[src/rtl/fifo_demux_rx.sv]
// Packet-aware receive demultiplexer: pops framed packets from one FWFT input FIFO and steers
// each whole packet into one of NCH client FIFOs, selected by the header's channel field.

module fifo #(
   parameter int DW = 8,
   parameter int AW = 3
) (
   input  logic          CLK,
   input  logic          RESETn,
   input  logic          wr_en,
   input  logic [DW-1:0] wr_data,
   input  logic          rd_en,
   output logic [DW-1:0] rd_data,
   output logic          empty,
   output logic          full
);
   localparam int DEPTH = 1 << AW;

   logic [DW-1:0] mem_q [DEPTH];
   logic [AW-1:0] wptr_q, wptr_d, rptr_q, rptr_d;
   logic [AW:0]   cnt_q, cnt_d;
   logic          do_wr, do_rd;

   assign empty   = (cnt_q == '0);
   assign full    = (cnt_q == (AW+1)'(DEPTH));
   assign rd_data = mem_q[rptr_q];
   assign do_wr   = wr_en && !full;
   assign do_rd   = rd_en && !empty;

   always_comb begin
      wptr_d = wptr_q;
      rptr_d = rptr_q;
      cnt_d  = cnt_q;
      if (do_wr) wptr_d = wptr_q + AW'(1);
      if (do_rd) rptr_d = rptr_q + AW'(1);
      if (do_wr && !do_rd) cnt_d = cnt_q + (AW+1)'(1);
      if (!do_wr && do_rd) cnt_d = cnt_q - (AW+1)'(1);
   end

   always_ff @(posedge CLK) begin
      if (!RESETn) begin
         wptr_q <= '0;
         rptr_q <= '0;
         cnt_q  <= '0;
      end else begin
         wptr_q <= wptr_d;
         rptr_q <= rptr_d;
         cnt_q  <= cnt_d;
      end
   end

   // Storage is not reset; the empty flag hides stale contents.
   always_ff @(posedge CLK) begin
      if (do_wr) mem_q[wptr_q] <= wr_data;
   end
endmodule

module fifo_demux_rx #(
   parameter int NCH     = 4,
   parameter int DWIDTH  = 8,
   parameter int AWIDTH  = 3,
   parameter int SEL_LSB = 6,
   parameter int SEL_W   = 2,
   parameter int CNT_LSB = 3,
   parameter int CNT_W   = 3
) (
   input  logic                    CLK,
   input  logic                    RESETn,
   output logic                    fifo_rden,
   input  logic                    fifo_rdempty,
   input  logic [DWIDTH-1:0]       fifo_rddata,
   input  logic [NCH-1:0]          ch_rden,
   output logic [NCH-1:0]          ch_rdempty,
   output logic [NCH*DWIDTH-1:0]   ch_rddata,
   output logic                    drop_pulse,
   output logic                    busy
);
   if (NCH < 2 || NCH > 16) begin : g_err_nch
      $error("fifo_demux_rx: NCH must be 2..16");
   end
   if ((1 << SEL_W) < NCH) begin : g_err_selw
      $error("fifo_demux_rx: channel field too narrow for NCH");
   end
   if (SEL_LSB + SEL_W > DWIDTH || CNT_LSB + CNT_W > DWIDTH) begin : g_err_range
      $error("fifo_demux_rx: header field exceeds DWIDTH");
   end
   if (!(SEL_LSB + SEL_W <= CNT_LSB || CNT_LSB + CNT_W <= SEL_LSB)) begin : g_err_overlap
      $error("fifo_demux_rx: channel and count fields overlap");
   end

   typedef enum logic [1:0] {S_HDR, S_DATA, S_DROP} state_t;

   state_t                 state_q, state_d;
   logic [CNT_W-1:0]       rem_q, rem_d;
   logic [SEL_W-1:0]       dst_q, dst_d;
   logic [SEL_W-1:0]       hdr_dst, wr_dst;
   logic [CNT_W-1:0]       hdr_len;
   logic                   hdr_valid, wr_sel;
   logic [NCH-1:0]         ch_full, wr_en;
   logic [(1<<SEL_W)-1:0]  full_ext;

   assign hdr_dst   = fifo_rddata[SEL_LSB +: SEL_W];
   assign hdr_len   = fifo_rddata[CNT_LSB +: CNT_W];
   assign hdr_valid = (32'(hdr_dst) < NCH);
   assign busy      = (state_q != S_HDR);

   // Unused channel codes read as never-full so the index is always in range.
   always_comb begin
      full_ext = '0;
      full_ext[NCH-1:0] = ch_full;
   end

   always_comb begin
      state_d    = state_q;
      rem_d      = rem_q;
      dst_d      = dst_q;
      fifo_rden  = 1'b0;
      drop_pulse = 1'b0;
      wr_sel     = 1'b0;
      wr_dst     = dst_q;
      case (state_q)
         S_HDR: begin
            if (hdr_valid) begin
               fifo_rden = !fifo_rdempty && !full_ext[hdr_dst];
               if (fifo_rden) begin
                  wr_sel = 1'b1;
                  wr_dst = hdr_dst;
                  dst_d  = hdr_dst;
                  rem_d  = hdr_len;
                  if (hdr_len != '0) state_d = S_DATA;
               end
            end else begin
               fifo_rden = !fifo_rdempty;
               if (fifo_rden) begin
                  drop_pulse = 1'b1;
                  rem_d      = hdr_len;
                  if (hdr_len != '0) state_d = S_DROP;
               end
            end
         end
         S_DATA, S_DROP: begin
            fifo_rden = !fifo_rdempty && ((state_q == S_DROP) || !full_ext[dst_q]);
            if (fifo_rden) begin
               wr_sel = (state_q == S_DATA);
               if (rem_q != '0) rem_d = rem_q - CNT_W'(1);
               if (rem_q <= CNT_W'(1)) state_d = S_HDR;
            end
         end
         default: state_d = S_HDR;
      endcase
      // No input word may be consumed while reset is held.
      if (!RESETn) begin
         fifo_rden  = 1'b0;
         drop_pulse = 1'b0;
         wr_sel     = 1'b0;
      end
      for (int i = 0; i < NCH; i++) begin
         wr_en[i] = wr_sel && (32'(wr_dst) == i);
      end
   end

   always_ff @(posedge CLK) begin
      if (!RESETn) begin
         state_q <= S_HDR;
         rem_q   <= '0;
         dst_q   <= '0;
      end else begin
         state_q <= state_d;
         rem_q   <= rem_d;
         dst_q   <= dst_d;
      end
   end

   for (genvar g = 0; g < NCH; g++) begin : g_ch
      fifo #(.DW(DWIDTH), .AW(AWIDTH)) u_fifo (
         .CLK     (CLK),
         .RESETn  (RESETn),
         .wr_en   (wr_en[g]),
         .wr_data (fifo_rddata),
         .rd_en   (ch_rden[g]),
         .rd_data (ch_rddata[g*DWIDTH +: DWIDTH]),
         .empty   (ch_rdempty[g]),
         .full    (ch_full[g])
      );
   end
endmodule

[config.mk]
export PLATFORM = sky130hd
export DESIGN_NAME = fifo_demux_rx
export DESIGN_NICKNAME = d
export VERILOG_FILES = /design/src/rtl/fifo_demux_rx.sv
export SDC_FILE = /design/constraint.sdc
export NUM_CORES = 1
export LEC_CHECK = 0
export CORE_ASPECT_RATIO = 0.8
export CORE_MARGIN = 5
export CORE_UTILIZATION = 50
export DETAILED_ROUTE_END_ITERATION = 8
export HOLD_SLACK_MARGIN = 0.02
export PLACE_DENSITY = 0.66
export SETUP_SLACK_MARGIN = 0.2
export SYNTH_ARGS = -nofsm -noshare
export SYNTH_HDL_FRONTEND = slang
export SYNTH_SLANG_ARGS = --single-unit
[constraint.sdc]
create_clock -name CLK -period 4.3 [get_ports CLK]
set_clock_uncertainty 0.15 [all_clocks]
set_input_delay 1.29 -clock CLK [delete_from_list [all_inputs] [get_ports CLK]]
set_output_delay 1.29 -clock CLK [all_outputs]
set_load 0.01 [all_outputs]
=== Yosys cells after proc, flatten, opt, wreduce, memory -nomap -nowiden ===
Memory sizes are Yosys's and may differ from the RTL's. A register that Yosys moved wholly into a read port is not among the register bits.
Cells that the tools add are included.

* Flip-flop bits (word level): 47
* RAM bits: 256
* Bits of input ports: 15
* Output and inout bits: 39
* Logic and storage cells: 157
* Memories kept: 4

* $add $sub $neg: 17
* $lt $le $gt $ge: 3
* Equality and inequality tests: 14
* Muxes and demuxes: 45
* Reductions and logical operators: 59

{| class="wikitable"
|+ Memories
! memory !! depth !! width !! read ports !! clocked after memory_dff !! wr ports !! RTL line !! source
|-
| g_ch[0].u_fifo.mem_q || 8 || 8 || 1 || 1 || 1 || 19 || <nowiki>logic [DW-1:0] mem_q [DEPTH];</nowiki>
|-
| g_ch[1].u_fifo.mem_q || 8 || 8 || 1 || 1 || 1 || 19 ||
|-
| g_ch[2].u_fifo.mem_q || 8 || 8 || 1 || 1 || 1 || 19 ||
|-
| g_ch[3].u_fifo.mem_q || 8 || 8 || 1 || 1 || 1 || 19 ||
|}

{| class="wikitable"
|+ Operators with widths
! operator !! number
|-
| two-way mux 3 bit || 11
|-
| two-way mux 4 bit || 8
|-
| adder 3 x 1 -> 3 bit (second input constant) || 8
|-
| logical AND 1 bit || 22
|-
| zero test 1 bit || 19
|-
| adder 4 x 1 -> 4 bit (second input constant) || 4
|-
| equality test 4 bit (second input constant) || 4
|-
| zero test 4 bit || 4
|-
| subtractor 4 x 1 -> 4 bit (second input constant) || 4
|-
| two-way mux 1 bit || 14
|-
| two-way mux 2 bit || 6
|-
| nonzero test 2 bit || 6
|-
| != test 2 bit (second input constant) || 5
|-
| AND reduction 4 bit || 2
|-
| equality test 2 bit (second input constant) || 3
|-
| < comparator 2 x 3 -> 1 bit (second input constant) || 2
|-
| one-hot mux 3 bit (2 select lines) || 1
|-
| nonzero test 3 bit || 2
|-
| binary-select mux 1 bit (select 2 bit) || 2
|-
| equality test 2 x 1 -> 1 bit (second input constant) || 2
|-
| zero test 2 bit || 2
|-
| one-hot mux 1 bit (2 select lines) || 2
|-
| one-hot mux 2 bit (2 select lines) || 1
|-
| <= comparator 3 x 1 -> 1 bit (second input constant) || 1
|-
| other kinds (3) || 3
|}

=== Logic depth before layout (Yosys ltp) ===
* Word-level depth: 14
* Depth in mapped cells: 13
* Gate-level depth less buffers: 11

=== By module ===
A second synthesis with hierarchy kept.

* Cell total of the unflattened synthesis: 731
* Area, all modules: 12942.4 um^2

{| class="wikitable"
|+ Modules (own cells, without submodules)
! module !! times used !! cells each !! area an instance (um^2) !! seq. area each (um^2)
|-
| fifo || 4 || 168 || 3103.0 || 2182.1
|-
| fifo_demux_rx || 1 || 59 || 530.5 || 120.1
|}

=== Worst setup path after synthesis ===
No wires, ideal clock.

* Path type: input to register
* Start: in fifo_rddata[7]
* End: reg g_ch[0].u_fifo.cnt_q[2]
* Library setup time: 70 ps
* Data arrival time: 3658 ps
* Data required time: 4080 ps
* Path slack: 422 ps
* Stages: 13
* Buffers on the path: 2
* Cells stage by stage: buf_2 > or3_1 > a221oi_2 > a31oi_2 > or2_4 > buf_12 > ha_1 > xor2_1 > ha_1 > a21oi_1 > xor2_1 > or3_1 > a21oi_1

* Word-level cells in the longest chain between the ends: 12
* Elaborated cells on any way between the ends: 17
* Classes of those cells: 8 x mux; 9 x reduce/logical

{| class="wikitable"
|+ Ends and longest elaborated chain
! what !! RTL line !! source
|-
| start: declaration || 71 || <nowiki>input logic [DWIDTH-1:0] fifo_rddata,</nowiki>
|-
| binary-select mux 1 bit (select 2 bit) || 124 || <nowiki>fifo_rden = !fifo_rdempty && !full_ext[hdr_dst];</nowiki>
|-
| two-way mux 1 bit (implied by the code) || 124 ||
|-
| zero test 1 bit || 124 ||
|-
| logical AND 1 bit || 124 ||
|-
| two-way mux 1 bit or two-way mux 2 bit (tied branches) || -- ||
|-
| one-hot mux 1 bit (2 select lines) or two-way mux 2 bit (tied branches) || 121 || <nowiki>case (state_q)</nowiki>
|-
| two-way mux 1 bit or zero test 2 bit (tied branches) || 152, 158 ||
|-
| logical AND 1 bit * || 158 || <nowiki>wr_en[i] = wr_sel && (32'(wr_dst) == i);</nowiki>
|-
| logical AND 1 bit * || 27 || <nowiki>assign do_wr = wr_en && !full;</nowiki>
|-
| zero test 1 bit || 37 || <nowiki>if (!do_wr && do_rd) cnt_d = cnt_q - (AW+1)'(1);</nowiki>
|-
| logical AND 1 bit || 37 ||
|-
| two-way mux 4 bit or nonzero test 2 bit (tied branches) || -- ||
|-
| end signal: assignment || 48 || <nowiki>cnt_q <= cnt_d;</nowiki>
|-
| end: declaration || 21 || <nowiki>logic [AW:0] cnt_q, cnt_d;</nowiki>
|}

Mark *: on every way between the ends. The rest lies on a longest branch, timed or not. The select of a mux whose other input is x is not followed.
A chain may end at the register's enable or synchronous reset.

=== Worst setup path in the final report ===
* Start: in fifo_rdempty
* End: out fifo_rden

* Word-level cells in the longest chain between the ends: 4
* Elaborated cells on any way between the ends: 5
* Classes of those cells: 2 x mux; 3 x reduce/logical

{| class="wikitable"
|+ Ends and longest elaborated chain
! what !! RTL line !! source
|-
| start: declaration || 70 || <nowiki>input logic fifo_rdempty,</nowiki>
|-
| zero test 1 bit * || 124, 142 ||
|-
| logical AND 1 bit (on tied branches) || 142, 124 ||
|-
| one-hot mux 1 bit (2 select lines) * || 121 ||
|-
| two-way mux 1 bit * || 152 || <nowiki>if (!RESETn) begin</nowiki>
|-
| end: declaration || 69 || <nowiki>output logic fifo_rden,</nowiki>
|}

Mark *: on every way between the ends. The rest lies on a longest branch, timed or not.

==> impl_metrics.csv <==
group,metric,value,unit
status,status,"finished, final reports clean",
finish,syn2layout_area_growth,18.16,%
route,vias,6865,
cts,cts_buffer_depth,3,
synthesis,syn_nets,782,
cts,cts_buffers,31,
finish,nFillCells,1845,
synthesis,yosys.area.top_type,"edfxtp_1",
finish,num_antenna_cells,0,
pwr,vdd_drop_max,0.2697,mV
setup_path,required,2860,ps
sta,setup_ws,237.3,ps
synthesis,yosysMostFrequentCell,"edfxtp_1",
synthesis,netlist.area_leader.share,59.71,%
grt,grt_first_pass_wirelength,39.61,mm
place,port_buffers,52,
synthesis,synth_top_family_by_area,"multiplexers",
sta,tightest_slew,955.1,ps
sta,hold_viol,0,
route,drtIter0Drc,396,
sta,layout_worst_path_cycle_share,94.48,%
synthesis,synth_fa_ha_area_share,2.235,%
worst_hold_path,hold_start,"rem_q[1]",
synthesis,synth-simple-area-share,7.162,%
grt,grt_overflow,0,
synthesis,synth_common_cells,"edfxtp_1, mux4_2, dfxtp_1, nor2_1, mux2_2",
synthesis,synth_cells,744,
cts,clock_sinks,314,
route,dr.pass1.iters,5,
die,start_util,50.87,%
place,dp.cells,1157,
setup_path,crit_path_max_fanout,3,
grt,top_usage_layer,"met2",
sta,rsz0062_at_grt,"true",
die,rows,52,
route,wl_per_cell,20.72,µm
finish,fin_nets,904,
grt,antenna_found_initial,0,
synthesis,yosysWarningCount,0,
cts,ctsResizeCount,10,
finish,drive_gt1_share,27.83,%
grt,grtUsageMet1,25.27,%
grt,grtUsageMet2,28.37,%
cts,clk_latency,540,ps
synthesis,ys_types,61,
grt,grt.total_usage,17.29,%
pwr,power_density,473.0,nW/µm²
sta,fin_hold_ws,346.5,ps
cts,cts_tree,"yes",
cts,post_cts_buffers,0,
sta,fmax,0.2461,GHz
synthesis,avgSynthCellArea,17.30,µm²
grt,grt_use_met3,2.561,%
run,drv_cap,0,
place,place_worst_setup_slack,-358.9,ps
synthesis,synth-seq-cells,314,
setup_path,r2r_slack,1000,ps
synthesis,muxShareOfSynthArea,15.36,%
pwr,p_leak,5.069,nW
route,vias_per_cell,5.650,
synthesis,synth_compound_area_share,2.925,%
synthesis,postSynth.asyncResetShare,0,%
synthesis,synth-xor-area-share,1.701,%
die,dieArea,29080,µm²
sta,setup_viol,0,
cts,cts.clk_slew.worst_paths,60,ps
cts,hold_buffers,0,
grt,grt_max_degree,44,
synthesis,syn_area,12870,µm²
die,core_region_area,25310,µm²
pwr,power,7.196,mW
setup_path,timing_worst_setup_path_type,"in -> out",
sta,maxSlewHeadroom,36.09,%
setup_path,critPathLaunch,"fifo_rdempty",
setup_path,cp-start-kind,"input pin",
setup_path,end_kind,"output pin",
cts,root_buffer,"clkbuf_16",
place,gp_congestion,0.8292,
place,place_hpwl,16.34,mm
route,ant_nets,0,
sta,finalCriticalPeriod,4063,ps
synthesis,synth-edff-count,256,
route,route.detailed.drc,0,
cts,htree_num_levels,1,
setup_path,timing.rr.start,"g_ch[0].u_fifo.cnt_q[1]",
synthesis,netlist_top_cells_area,"edfxtp_1, mux4_2, dfxtp_1, mux2_2, ha_1",
synthesis,ys_seq_area_share,68.73,%
die,die_x,189.4,µm
worst_hold_path,min_path_type,"reg -> reg",
setup_path,worstPathArrival,2620,ps
die,ios,54,
finish,fin_cells,1215,
grt,grt_pass1_vias,7073,
synthesis,synthFlopType,"edfxtp_1",
die,die_h,153.5,µm
sta,drv_slew,0,
sta,tns,0,ps
route,routed_wl,25.18,mm
[cell usage in the layout (no fill, tap or decap), drive strengths merged, types with 10 or more instances in the layout]
master / synthesis / final
nor3: 10 / 10
mux2: 34 / 34
xor2: 17 / 17
clkbuf: 16 / 47
buf: 24 / 77
nand2: 31 / 31
edfxtp: 256 / 256
nand2b: 10 / 10
nor2: 49 / 49
a21oi: 27 / 27
ha: 23 / 23
clkdlybuf4s50: 0 / 49
mux2i: 15 / 15
o21ai: 13 / 13
dfxtp: 58 / 58
mux4: 64 / 64
nor2b: 11 / 11
[layer usage]
layer | routed length, µm | share of wire (%)
met1 | 11540 | 46
met2 | 12260 | 49
met3 | 1054 | 4.2
met4 | 318 | 1.3
met5 | 0 | 0
[registers in the layout, indices dropped and copies added (netlist names), named ones only]
name	count
g_ch.u_fifo.mem_q	256
rem_q	3
g_ch.u_fifo.rptr_q	12
state_q	1
dst_q	2
g_ch.u_fifo.wptr_q	12
g_ch.u_fifo.cnt_q	16
[kinds of logic after synthesis]
kind of cell,after synthesis
XOR/XNOR,25
multiplexers,113
AO/OA/AOI/OAI,56
AND/OR/NAND/NOR,164
adder cells (fa/ha/maj),23
buffers and inverters,48
flip-flops,314
other,1
[worst paths after layout]
check,endpoint,cells after the start
worst max-delay path,fifo_rden,6
worst max register to register,g_ch[2].u_fifo.cnt_q[2],12
worst min register to register,rem_q[1],2
worst min-delay path,rem_q[1],2
[per-stage QoR]
| stage | instance area [µm²] | utilization, % |
|---|---|---|
| after floorplan | 12870 | - |
| after global placement | 14170 | 55.99 |
| after detailed placement | 14170 | 55.99 |
| after CTS | 15200 | 60.06 |
| after global routing | 15210 | 60.11 |
| final | 15210 | 60.11 |
[cell type report]
cell class | instances | area, µm² | area share, %
sequential | 314 | 8851 | 58.18
multi-input combinational | 382 | 3802 | 24.99
timing repair buffer | 129 | 1107 | 7.279
clock buffer | 47 | 927.1 | 6.094
tap | 324 | 405.4 | 2.665
clock inverter | 11 | 90.09 | 0.5922
inverter | 8 | 30.03 | 0.1974
[where the power goes]
| part | internal [mW] | switching (mW) | total [mW] |
|---|---|---|---|
| clock | 1.55 | 1.08 | 2.63 |
| combinational | 0.613 | 0.515 | 1.13 |
| sequential | 3.36 | 0.0825 | 3.44 |
[worst max-delay path, stage by stage]
cell	delay, ps
clkdlybuf4s50_1	470
nor2b_2	150
and2_1	170
a32oi_4	110
a21oi_1	170
clkdlybuf4s15_2	250
Note: power is estimated with default switching activity, not from simulation.
